File: src/rtl/zone_pump_scheduler_pkg.sv
// Shared definitions for the zone pump scheduler: FSM states, irrigation
// type codes and a one-hot helper.
package irrig_pkg;

  typedef enum logic [2:0] {
    IDLE     = 3'd0,
    PRIME    = 3'd1,
    IRRIGATE = 3'd2,
    FLUSH    = 3'd3,
    FILL     = 3'd4
  } state_t;

  localparam logic [1:0] TYPE_NONE      = 2'b00;
  localparam logic [1:0] TYPE_DRIP      = 2'b01;
  localparam logic [1:0] TYPE_SPRINKLER = 2'b10;

  // Indices at or beyond n give an all-zero vector.
  function automatic logic [7:0] to_onehot(input logic [2:0] index, input int unsigned n);
    logic [7:0] oh;
    oh = 8'd1 << index;
    if (32'(index) >= n) oh = '0;
    return oh;
  endfunction

endpackage

File: src/rtl/zone_pump_scheduler_rr_arbiter.sv
// Combinational round-robin arbiter: first requester at or after the
// pointer, wrapping around.
module rr_arbiter
  import irrig_pkg::*;
#(
  parameter int unsigned N = 4
) (
  input  logic [N-1:0] req,
  input  logic [2:0]   pointer,
  output logic         grant_valid,
  output logic [2:0]   grant_idx
);

  localparam int unsigned IW = (N > 1) ? $clog2(N) : 1;

  int unsigned p;

  always_comb begin
    grant_valid = 1'b0;
    grant_idx   = '0;
    p           = 0;
    for (int unsigned i = 0; i < N; i++) begin
      p = (32'(pointer) + i) % N;
      if (!grant_valid && req[IW'(p)]) begin
        grant_valid = 1'b1;
        grant_idx   = 3'(p);
      end
    end
  end

endmodule

File: src/rtl/zone_pump_scheduler.sv
// Shares one irrigation pump between zones: round-robin grant, then
// prime / irrigate / flush phases timed in 1 Hz ticks; refills the tank.
module zone_pump_scheduler
  import irrig_pkg::*;
#(
  parameter int N_ZONES        = 4,
  parameter int PRIME_SECS     = 1,
  parameter int DRIP_SECS      = 10,
  parameter int SPRINKLER_SECS = 6,
  parameter int FLUSH_SECS     = 2,
  parameter int CNT_W          = 5
) (
  input  logic               clk_50mhz,
  input  logic               reset,
  input  logic               tick_1hz,
  input  logic [N_ZONES-1:0] zone_req,
  input  logic [1:0]         irrigation_type,
  input  logic               pesticide_ok,
  input  logic               tank_full,
  output logic [N_ZONES-1:0] valve_en,
  output logic               pump_on,
  output logic               fill_on,
  output logic               busy,
  output logic [2:0]         active_zone,
  output logic [CNT_W-1:0]   secs_left,
  output logic               alert_np
);

  localparam logic [CNT_W-1:0] PRIME_LEN = CNT_W'((PRIME_SECS < 1) ? 1 : PRIME_SECS);
  localparam logic [CNT_W-1:0] DRIP_LEN  = CNT_W'((DRIP_SECS < 1) ? 1 : DRIP_SECS);
  localparam logic [CNT_W-1:0] SPRK_LEN  = CNT_W'((SPRINKLER_SECS < 1) ? 1 : SPRINKLER_SECS);
  localparam logic [CNT_W-1:0] FLUSH_LEN = CNT_W'((FLUSH_SECS < 1) ? 1 : FLUSH_SECS);

  state_t             state, state_n;
  logic [2:0]         zone_q, zone_n;
  logic [1:0]         type_q, type_n;
  logic [2:0]         rr_q, rr_n;
  logic [CNT_W-1:0]   cnt_n;
  logic               alert_n;
  logic [N_ZONES-1:0] valve_n;
  logic [2:0]         active_n;
  logic               in_grant, type_ok, expire, abort;
  logic               grant_valid;
  logic [2:0]         grant_idx;

  rr_arbiter #(.N(N_ZONES)) u_arb (
    .req         (zone_req),
    .pointer     (rr_q),
    .grant_valid (grant_valid),
    .grant_idx   (grant_idx)
  );

  assign type_ok = (irrigation_type == TYPE_DRIP) || (irrigation_type == TYPE_SPRINKLER);
  assign expire  = tick_1hz && (secs_left <= CNT_W'(1));
  // valve_en holds onehot(zone) while irrigating, so it doubles as the zone mask
  assign abort   = ~|(zone_req & valve_en) || !tank_full || !pesticide_ok;

  always_comb begin
    state_n = state;
    zone_n  = zone_q;
    type_n  = type_q;
    rr_n    = rr_q;
    cnt_n   = secs_left;
    alert_n = 1'b0;
    case (state)
      IDLE: begin
        cnt_n = '0;
        if (!tank_full) begin
          state_n = FILL;
        end else if (grant_valid && type_ok && pesticide_ok) begin
          state_n = PRIME;
          zone_n  = grant_idx;
          type_n  = irrigation_type;
          cnt_n   = PRIME_LEN;
        end else if (grant_valid && type_ok) begin
          alert_n = 1'b1;
        end
      end
      PRIME: begin
        if (expire) begin
          state_n = IRRIGATE;
          cnt_n   = (type_q == TYPE_SPRINKLER) ? SPRK_LEN : DRIP_LEN;
        end else if (tick_1hz) begin
          cnt_n = secs_left - CNT_W'(1);
        end
      end
      IRRIGATE: begin
        if (abort || expire) begin
          state_n = FLUSH;
          cnt_n   = FLUSH_LEN;
        end else if (tick_1hz) begin
          cnt_n = secs_left - CNT_W'(1);
        end
      end
      FLUSH: begin
        if (expire) begin
          rr_n    = (zone_q == 3'(N_ZONES - 1)) ? '0 : zone_q + 3'd1;
          state_n = tank_full ? IDLE : FILL;
          cnt_n   = '0;
        end else if (tick_1hz) begin
          cnt_n = secs_left - CNT_W'(1);
        end
      end
      FILL: begin
        cnt_n = '0;
        if (tank_full) state_n = IDLE;
      end
      default: begin
        state_n = IDLE;
        cnt_n   = '0;
      end
    endcase

    // Outputs are decoded from the next state so they register alongside it
    in_grant = (state_n == PRIME) || (state_n == IRRIGATE) || (state_n == FLUSH);
    valve_n  = in_grant ? N_ZONES'(to_onehot(zone_n, N_ZONES)) : '0;
    active_n = in_grant ? zone_n : '0;
  end

  always_ff @(posedge clk_50mhz or posedge reset) begin
    if (reset) begin
      state       <= IDLE;
      zone_q      <= '0;
      type_q      <= TYPE_NONE;
      rr_q        <= '0;
      valve_en    <= '0;
      pump_on     <= 1'b0;
      fill_on     <= 1'b0;
      busy        <= 1'b0;
      active_zone <= '0;
      secs_left   <= '0;
      alert_np    <= 1'b0;
    end else begin
      state       <= state_n;
      zone_q      <= zone_n;
      type_q      <= type_n;
      rr_q        <= rr_n;
      valve_en    <= valve_n;
      pump_on     <= (state_n == IRRIGATE);
      fill_on     <= (state_n == FILL);
      busy        <= (state_n != IDLE);
      active_zone <= active_n;
      secs_left   <= cnt_n;
      alert_np    <= alert_n;
    end
  end

endmodule

File: config.mk
export PLATFORM = sky130hd
export DESIGN_NAME = zone_pump_scheduler
export DESIGN_NICKNAME = d
export VERILOG_FILES = /design/src/rtl/zone_pump_scheduler_pkg.sv /design/src/rtl/zone_pump_scheduler_rr_arbiter.sv /design/src/rtl/zone_pump_scheduler.sv
export SDC_FILE = /design/constraint.sdc
export NUM_CORES = 1
export LEC_CHECK = 0
export BUFFER_PORTS_ARGS = -buffer_cell sky130_fd_sc_hd__buf_4
export CORE_MARGIN = 2
export CORE_UTILIZATION = 45
export CTS_BUF_LIST = sky130_fd_sc_hd__clkbuf_16
export DETAILED_ROUTE_END_ITERATION = 12
export GPL_ROUTABILITY_DRIVEN = 0
export PLACE_DENSITY_LB_ADDON = 0.12
export SKIP_LAST_GASP = 1
export SYNTH_ARGS = -nofsm -noshare
export SYNTH_HDL_FRONTEND = slang
export SYNTH_HIERARCHICAL = 1
export SYNTH_SLANG_ARGS = --single-unit
export TNS_END_PERCENT = 30
File: constraint.sdc
create_clock -name clk_50mhz -period 2.8 [get_ports clk_50mhz]
set_input_delay 0.28 -clock clk_50mhz [delete_from_list [all_inputs] [get_ports clk_50mhz]]
set_output_delay 0.28 -clock clk_50mhz [all_outputs]
set_load 0.02 [all_outputs]
==> impl_metrics.env, run 1 <==
export IMPL_fin_crit_sh_pct=76.97
export IMPL_syn_area_um2=1410
export IMPL_clkLatencyLatePin_ns=0.26
export IMPL_wl_met3_um=124
export IMPL_rsz0062_at_grt="false"
export IMPL_fin_cells=209
export IMPL_clock_path_buffers=2
export IMPL_pwr_share_seq_pct=36.2
export IMPL_internal_power_mw=1.129
export IMPL_drt_met1_wl_um=1272
export IMPL_num_io_pins=27
export IMPL_gr_total_overflow=0
export IMPL_rr_endpoint="valve_en[0]"
export IMPL_crit_required_ns=3.00
export IMPL_worstMarginPinSlew_ns=0.9786
export IMPL_dpl_hpwl_um=2351
export IMPL_cts_resized_gates=0
export IMPL_die_area_um2=3598
export IMPL_cp_start_kind="flop"
export IMPL_cts_tree="done"
export IMPL_vias_per_cell=5.273
export IMPL_num_vias=1102
export IMPL_cp_endpoint="valve_en[0]"
export IMPL_rr_startpoint="state[2]"
export IMPL_path_class="flop to flop"
export IMPL_numPortBuffers=26
export IMPL_drt_wl_total_um=3050
export IMPL_slowest_delay_ns=0.64
export IMPL_routedWlPerCell_um=14.59
export IMPL_power_mw=1.795
export IMPL_htreeDepth=1
export IMPL_slew_violations=0
export IMPL_grt_pass1_vias=1115
export IMPL_skew_ns=0.007342
export IMPL_top_layer="met4"
export IMPL_dp_slack_ns=0.6261
export IMPL_cts_sinks=26
export IMPL_p_per_area_nw_per_um2=1038
export IMPL_post_route_min_period_ns=2.155
export IMPL_rrSetupSlack_ns=0.64
export IMPL_areaGrowthSynthToFinish_pct=22.72
export IMPL_final_core_util_pct=57.15
export IMPL_cap_violations=0
export IMPL_antenna_cells=0
export IMPL_dp_cells=205
export IMPL_fmax_ghz=0.4640
export IMPL_syn_nets=155
export IMPL_min_path_type="input pin to flop"
export IMPL_crit_start="state[2]"
export IMPL_drive_gt1_share_pct=26.67
export IMPL_wl_met2_um=1611
export IMPL_die_h_um=59.98
export IMPL_irDropWorstVdd_mv=0.4508
export IMPL_status="finished clean"
export IMPL_switching_power_mw=0.6664
export IMPL_pwr_share_clk_pct=22.9
export IMPL_cp_max_fo=12
export IMPL_setup_violations=0
export IMPL_die_w_um=59.98
export IMPL_p_sw_share_pct=37.12
export IMPL_post_cts_buffers=0
export IMPL_drt_pass1_iterations=4
export IMPL_yosys_warnings=6
export IMPL_grt_max_degree=27
export IMPL_crit_slowest_cell="or4b_4"
export IMPL_coreArea_um2=3028
export IMPL_initial_core_util_pct=46.57
export IMPL_stdcell_area_um2=1730
export IMPL_placed_cell_area_um2=1625
export IMPL_synthCells=141
export IMPL_root_buffer="clkbuf_16"
export IMPL_grt_pass1_wl_um=5078
export IMPL_fin_ws_ns=0.6447
export IMPL_hold_buffers=0
export IMPL_relSlewSlack_pct=34.69
export IMPL_ant_nets=0
export IMPL_worstPathCellList="or4b_4 -> nor3_4 -> mux2i_1 -> and4b_1"
export IMPL_core_rowCount=20
export IMPL_grt_antenna_before_repair=0
export IMPL_fin_tns_setup_ns=0
export IMPL_combPwrFrac_pct=40.9
export IMPL_clk_pin_slew_worst_paths_ns=0.07
export IMPL_final_hold_viol_count=0
export IMPL_final_nets=180
export IMPL_p_leak_nw=0.8057
export IMPL_track_usage_pct=19.58
export IMPL_cp_data_arrival_time_ns=2.36
export IMPL_cts_buffers=3
export IMPL_avgSynthCellArea_um2=10.00
export IMPL_holdWs_ns=0.2103
export IMPL_drc=0
export IMPL_worstRegToRegCells=4
export IMPL_endpoint_kind="flop"
export IMPL_drt_iter0_drc=39
## cells in the final DEF, fill, tap and decap left out, drive strengths merged, types with 2 or more instances in the layout
cell and instances:
mux2i 2, nand3 2, o221ai 2, o22ai 2, a22oi 2, dfrtp 26
nor3 5, or3 3, ha 3, nand2 11, nor4b 3, mux2 2
xnor2 6, clkbuf 3, nor2 9, buf 26, o21ai 6, o31ai 2
nand2b 2, nor3b 2, a21oi 11, a211oi 2, inv 14
## flip-flops by register name, indices dropped and copies added, names as in the netlist
register,flops
active_zone,3
alert_np,1
busy,1
fill_on,1
pump_on,1
rr_q,2
secs_left,5
state,3
type_q,2
valve_en,4
zone_q,3
## power by group through the flow
| stage | clock [mW] | combinational (mW) | sequential [mW] |
|---|---|---|---|
| after floorplan | 0 | 0.468 | 0.689 |
| after global placement | 0 | 0.731 | 0.649 |
| after detailed placement | 0 | 0.740 | 0.657 |
| after CTS | 0.416 | 0.744 | 0.652 |
| after global routing | 0.436 | 0.819 | 0.672 |
| final | 0.411 | 0.734 | 0.651 |
## layout make-up
class                           count  area [um2]
Fill cell                         281        1297
Multi-Input combinational cell     95       671.9
Sequential cell                    26       650.6
Timing Repair Buffer               26       195.2
Clock buffer                        3       75.07
Tap cell                           44       55.05
Inverter                           14       52.55
Clock inverter                      1       30.03
## metal layers
layer	track usage, %	up-vias
met3	3.896	4
li1	-	543
met4	6.667	0
met1	25.07	532
met2	32.92	23
met5	0	-
## how the worst min path moves through the flow
stage                       from             end  slack [ns]  cells after the start
global placement       type_q[1]       type_q[1]        0.48                      2
CTS                 pesticide_ok        alert_np        0.21                      2
global route        pesticide_ok        alert_np        0.20                      2
finish              pesticide_ok        alert_np        0.21                      2
detailed placement  pesticide_ok        alert_np        0.48                      2
floorplan                  reset  active_zone[0]        0.32                      1
## critical path: cells and delay by family, from the launching register on
kind | cells | cell delay [ns]
simple gates | 3 | 1.14
flops | 1 | 0.50
mux | 1 | 0.45
(Power assumes the default switching activity.)
==> inputs of run 2 (changes only) <==
Settings changed: ABC_AREA set to 1.
Clock period 2.8 ns to 2.25 ns, I/O delays scaled along.
==> impl_metrics.env, run 2 <==
export IMPL_skew_ns=0.002157
export IMPL_path_class="flop to flop"
export IMPL_final_nets=267
export IMPL_grt_antenna_before_repair=0
export IMPL_drt_iter0_drc=60
export IMPL_num_fill_cells=370
export IMPL_final_hold_viol_count=0
export IMPL_routedWlPerCell_um=10.94
export IMPL_seqCellArea_um2=651.9
export IMPL_clkLatencyLatePin_ns=0.26
export IMPL_drc=0
export IMPL_cts_buffers=3
export IMPL_cts_tree="done"
export IMPL_yosys_warnings=6
export IMPL_crit_required_ns=2.39
export IMPL_dp_slack_ns=0.1819
export IMPL_worstRegToRegCells=14
export IMPL_initial_core_util_pct=46.15
export IMPL_endpoint_kind="flop"
export IMPL_drt_pass1_iterations=4
export IMPL_grt_max_degree=27
export IMPL_areaGrowthSynthToFinish_pct=19.62
export IMPL_root_buffer="clkbuf_16"
export IMPL_cp_max_fo=10
export IMPL_vias_per_cell=4.645
export IMPL_multiInputGateArea_um2=852.1
export IMPL_rsz0062_at_grt="false"
export IMPL_avgSynthCellArea_um2=7.496
export IMPL_placed_cell_area_um2=1912
export IMPL_dpl_hpwl_um=2631
export IMPL_synthCells=222
export IMPL_final_core_util_pct=55.20
export IMPL_cp_data_arrival_time_ns=2.10
export IMPL_drt_wl_total_um=3270
export IMPL_irDropWorstVdd_mv=0.6405
export IMPL_p_per_area_nw_per_um2=1164
export IMPL_clock_path_buffers=2
export IMPL_min_path_type="input pin to asynchronous set/reset pin"
export IMPL_rr_endpoint="busy"
export IMPL_fin_ws_ns=0.2838
export IMPL_ant_nets=0
export IMPL_drive_gt1_share_pct=27.89
export IMPL_status="finished clean"
export IMPL_die_h_um=64.81
export IMPL_cts_sinks=26
export IMPL_coreArea_um2=3606
export IMPL_rr_startpoint="rr_q[0]"
export IMPL_clk_pin_slew_worst_paths_ns=0.06
export IMPL_track_usage_pct=18.00
export IMPL_cp_start_kind="flop"
export IMPL_core_rowCount=22
export IMPL_syn_nets=236
export IMPL_rrSetupSlack_ns=0.28
export IMPL_top_regs="secs_left x5, valve_en x4"
export IMPL_fmax_ghz=0.5086
export IMPL_mostFrequentLayoutCell="nand2_1"
export IMPL_setup_violations=0
export IMPL_hold_buffers=0
export IMPL_syn_area_um2=1664
export IMPL_antenna_cells=0
export IMPL_htreeDepth=1
export IMPL_numPortBuffers=26
export IMPL_largest_reg_flops=5
export IMPL_slew_violations=0
export IMPL_regMostFlops="secs_left"
export IMPL_fin_crit_sh_pct=87.38
export IMPL_p_leak_nw=1.128
export IMPL_grt_pass1_wl_um=5913
export IMPL_crit_start="rr_q[0]"
export IMPL_final_cell_mix="nand2_1 (66), inv_1 (30), buf_4 (29)"
export IMPL_die_w_um=64.81
export IMPL_gr_total_overflow=0
export IMPL_fin_tns_setup_ns=0
export IMPL_grt_pass1_vias=1372
export IMPL_num_vias=1389
export IMPL_die_area_um2=4200
export IMPL_stdcell_area_um2=1991
export IMPL_num_io_pins=27
export IMPL_cap_violations=0
export IMPL_post_route_min_period_ns=1.966
-- run 2: cell count changes in the layout (fill, tap and decap cells not counted), moves of 4 or more --
| cell | previous run | this run |
|---|---|---|
| a21oi_1 | 11 | 3 |
| inv_1 | 13 | 30 |
| nand2_1 | 11 | 66 |
| nand2_2 | 0 | 14 |
| nand2_4 | 0 | 5 |
| nand3_1 | 2 | 18 |
| nand3_2 | 0 | 4 |
| nor2_1 | 9 | 16 |
| nor2_2 | 0 | 4 |
| xnor2_1 | 6 | 0 |
-- run 2: power by group --
| part | internal [mW] | switching (mW) | total [mW] |
|---|---|---|---|
| Clock | 0.235 | 0.149 | 0.384 |
| Combinational | 0.449 | 0.751 | 1.20 |
| Sequential | 0.610 | 0.124 | 0.734 |
| Total | 1.29 | 1.02 | 2.32 |
-- run 2: what timing repair did --
item,in CTS,in global routing
buffers inserted,0,0
gates resized for setup,0,2
setup endpoints to repair,0,8
hold endpoints to repair,0,0
-- run 2: final cells by class --
cell class | instances | share of cell area [%]
Inverter | 35 | 6.725
Multi-Input combinational cell | 158 | 42.80
Sequential cell | 26 | 32.75
Clock buffer | 3 | 3.771
Tap cell | 48 | 3.017
Timing Repair Buffer | 29 | 10.94
-- run 2: how the worst max path moves through the flow --
stage	endpoint	slack (ns)	cells after the start
floorplan	valve_en[0]	0.49	11
global placement	valve_en[1]	0.17	12
detailed placement	valve_en[0]	0.18	11
CTS	valve_en[0]	0.16	12
global route	busy	0.01	14
finish	busy	0.28	14
-- run 2: worst max-delay path, stage by stage (launching register included) --
cell and delay (ns):
dfrtp_2 0.49, inv_4 0.13, nand2_1 0.10, nand3_1 0.09
nand2_2 0.07, inv_1 0.11, nand3b_1 0.09, nand2_1 0.08
nor2_2 0.06, nand2_4 0.13, nand2_1 0.07, inv_1 0.07
nand2_2 0.07, nor2_4 0.20, nand2_1 0.07
-- run 2: metal layers --
| metal | up-vias | routed length (um) | GRT usage, % | part of all wire [%] |
|---|---|---|---|---|
| met5 | - | 0 | 0 | 0 |
| met4 | 0 | 46 | 5.585 | 1.4 |
| met3 | 5 | 108 | 2.604 | 3.3 |
| met2 | 22 | 1464 | 29.51 | 45 |
| met1 | 621 | 1650 | 24.61 | 50 |
| li1 | 741 | - | - | - |
-- run 2: per-stage QoR --
step                      hold WS (ns)  power [mW]  cells
after floorplan                 0.2650       1.632    222
after global placement          0.3036       1.935    296
after detailed placement        0.3080       1.941    296
after CTS                      0.02936       2.333    299
after global routing           0.05593       2.531    299
final                          0.01572       2.318    299
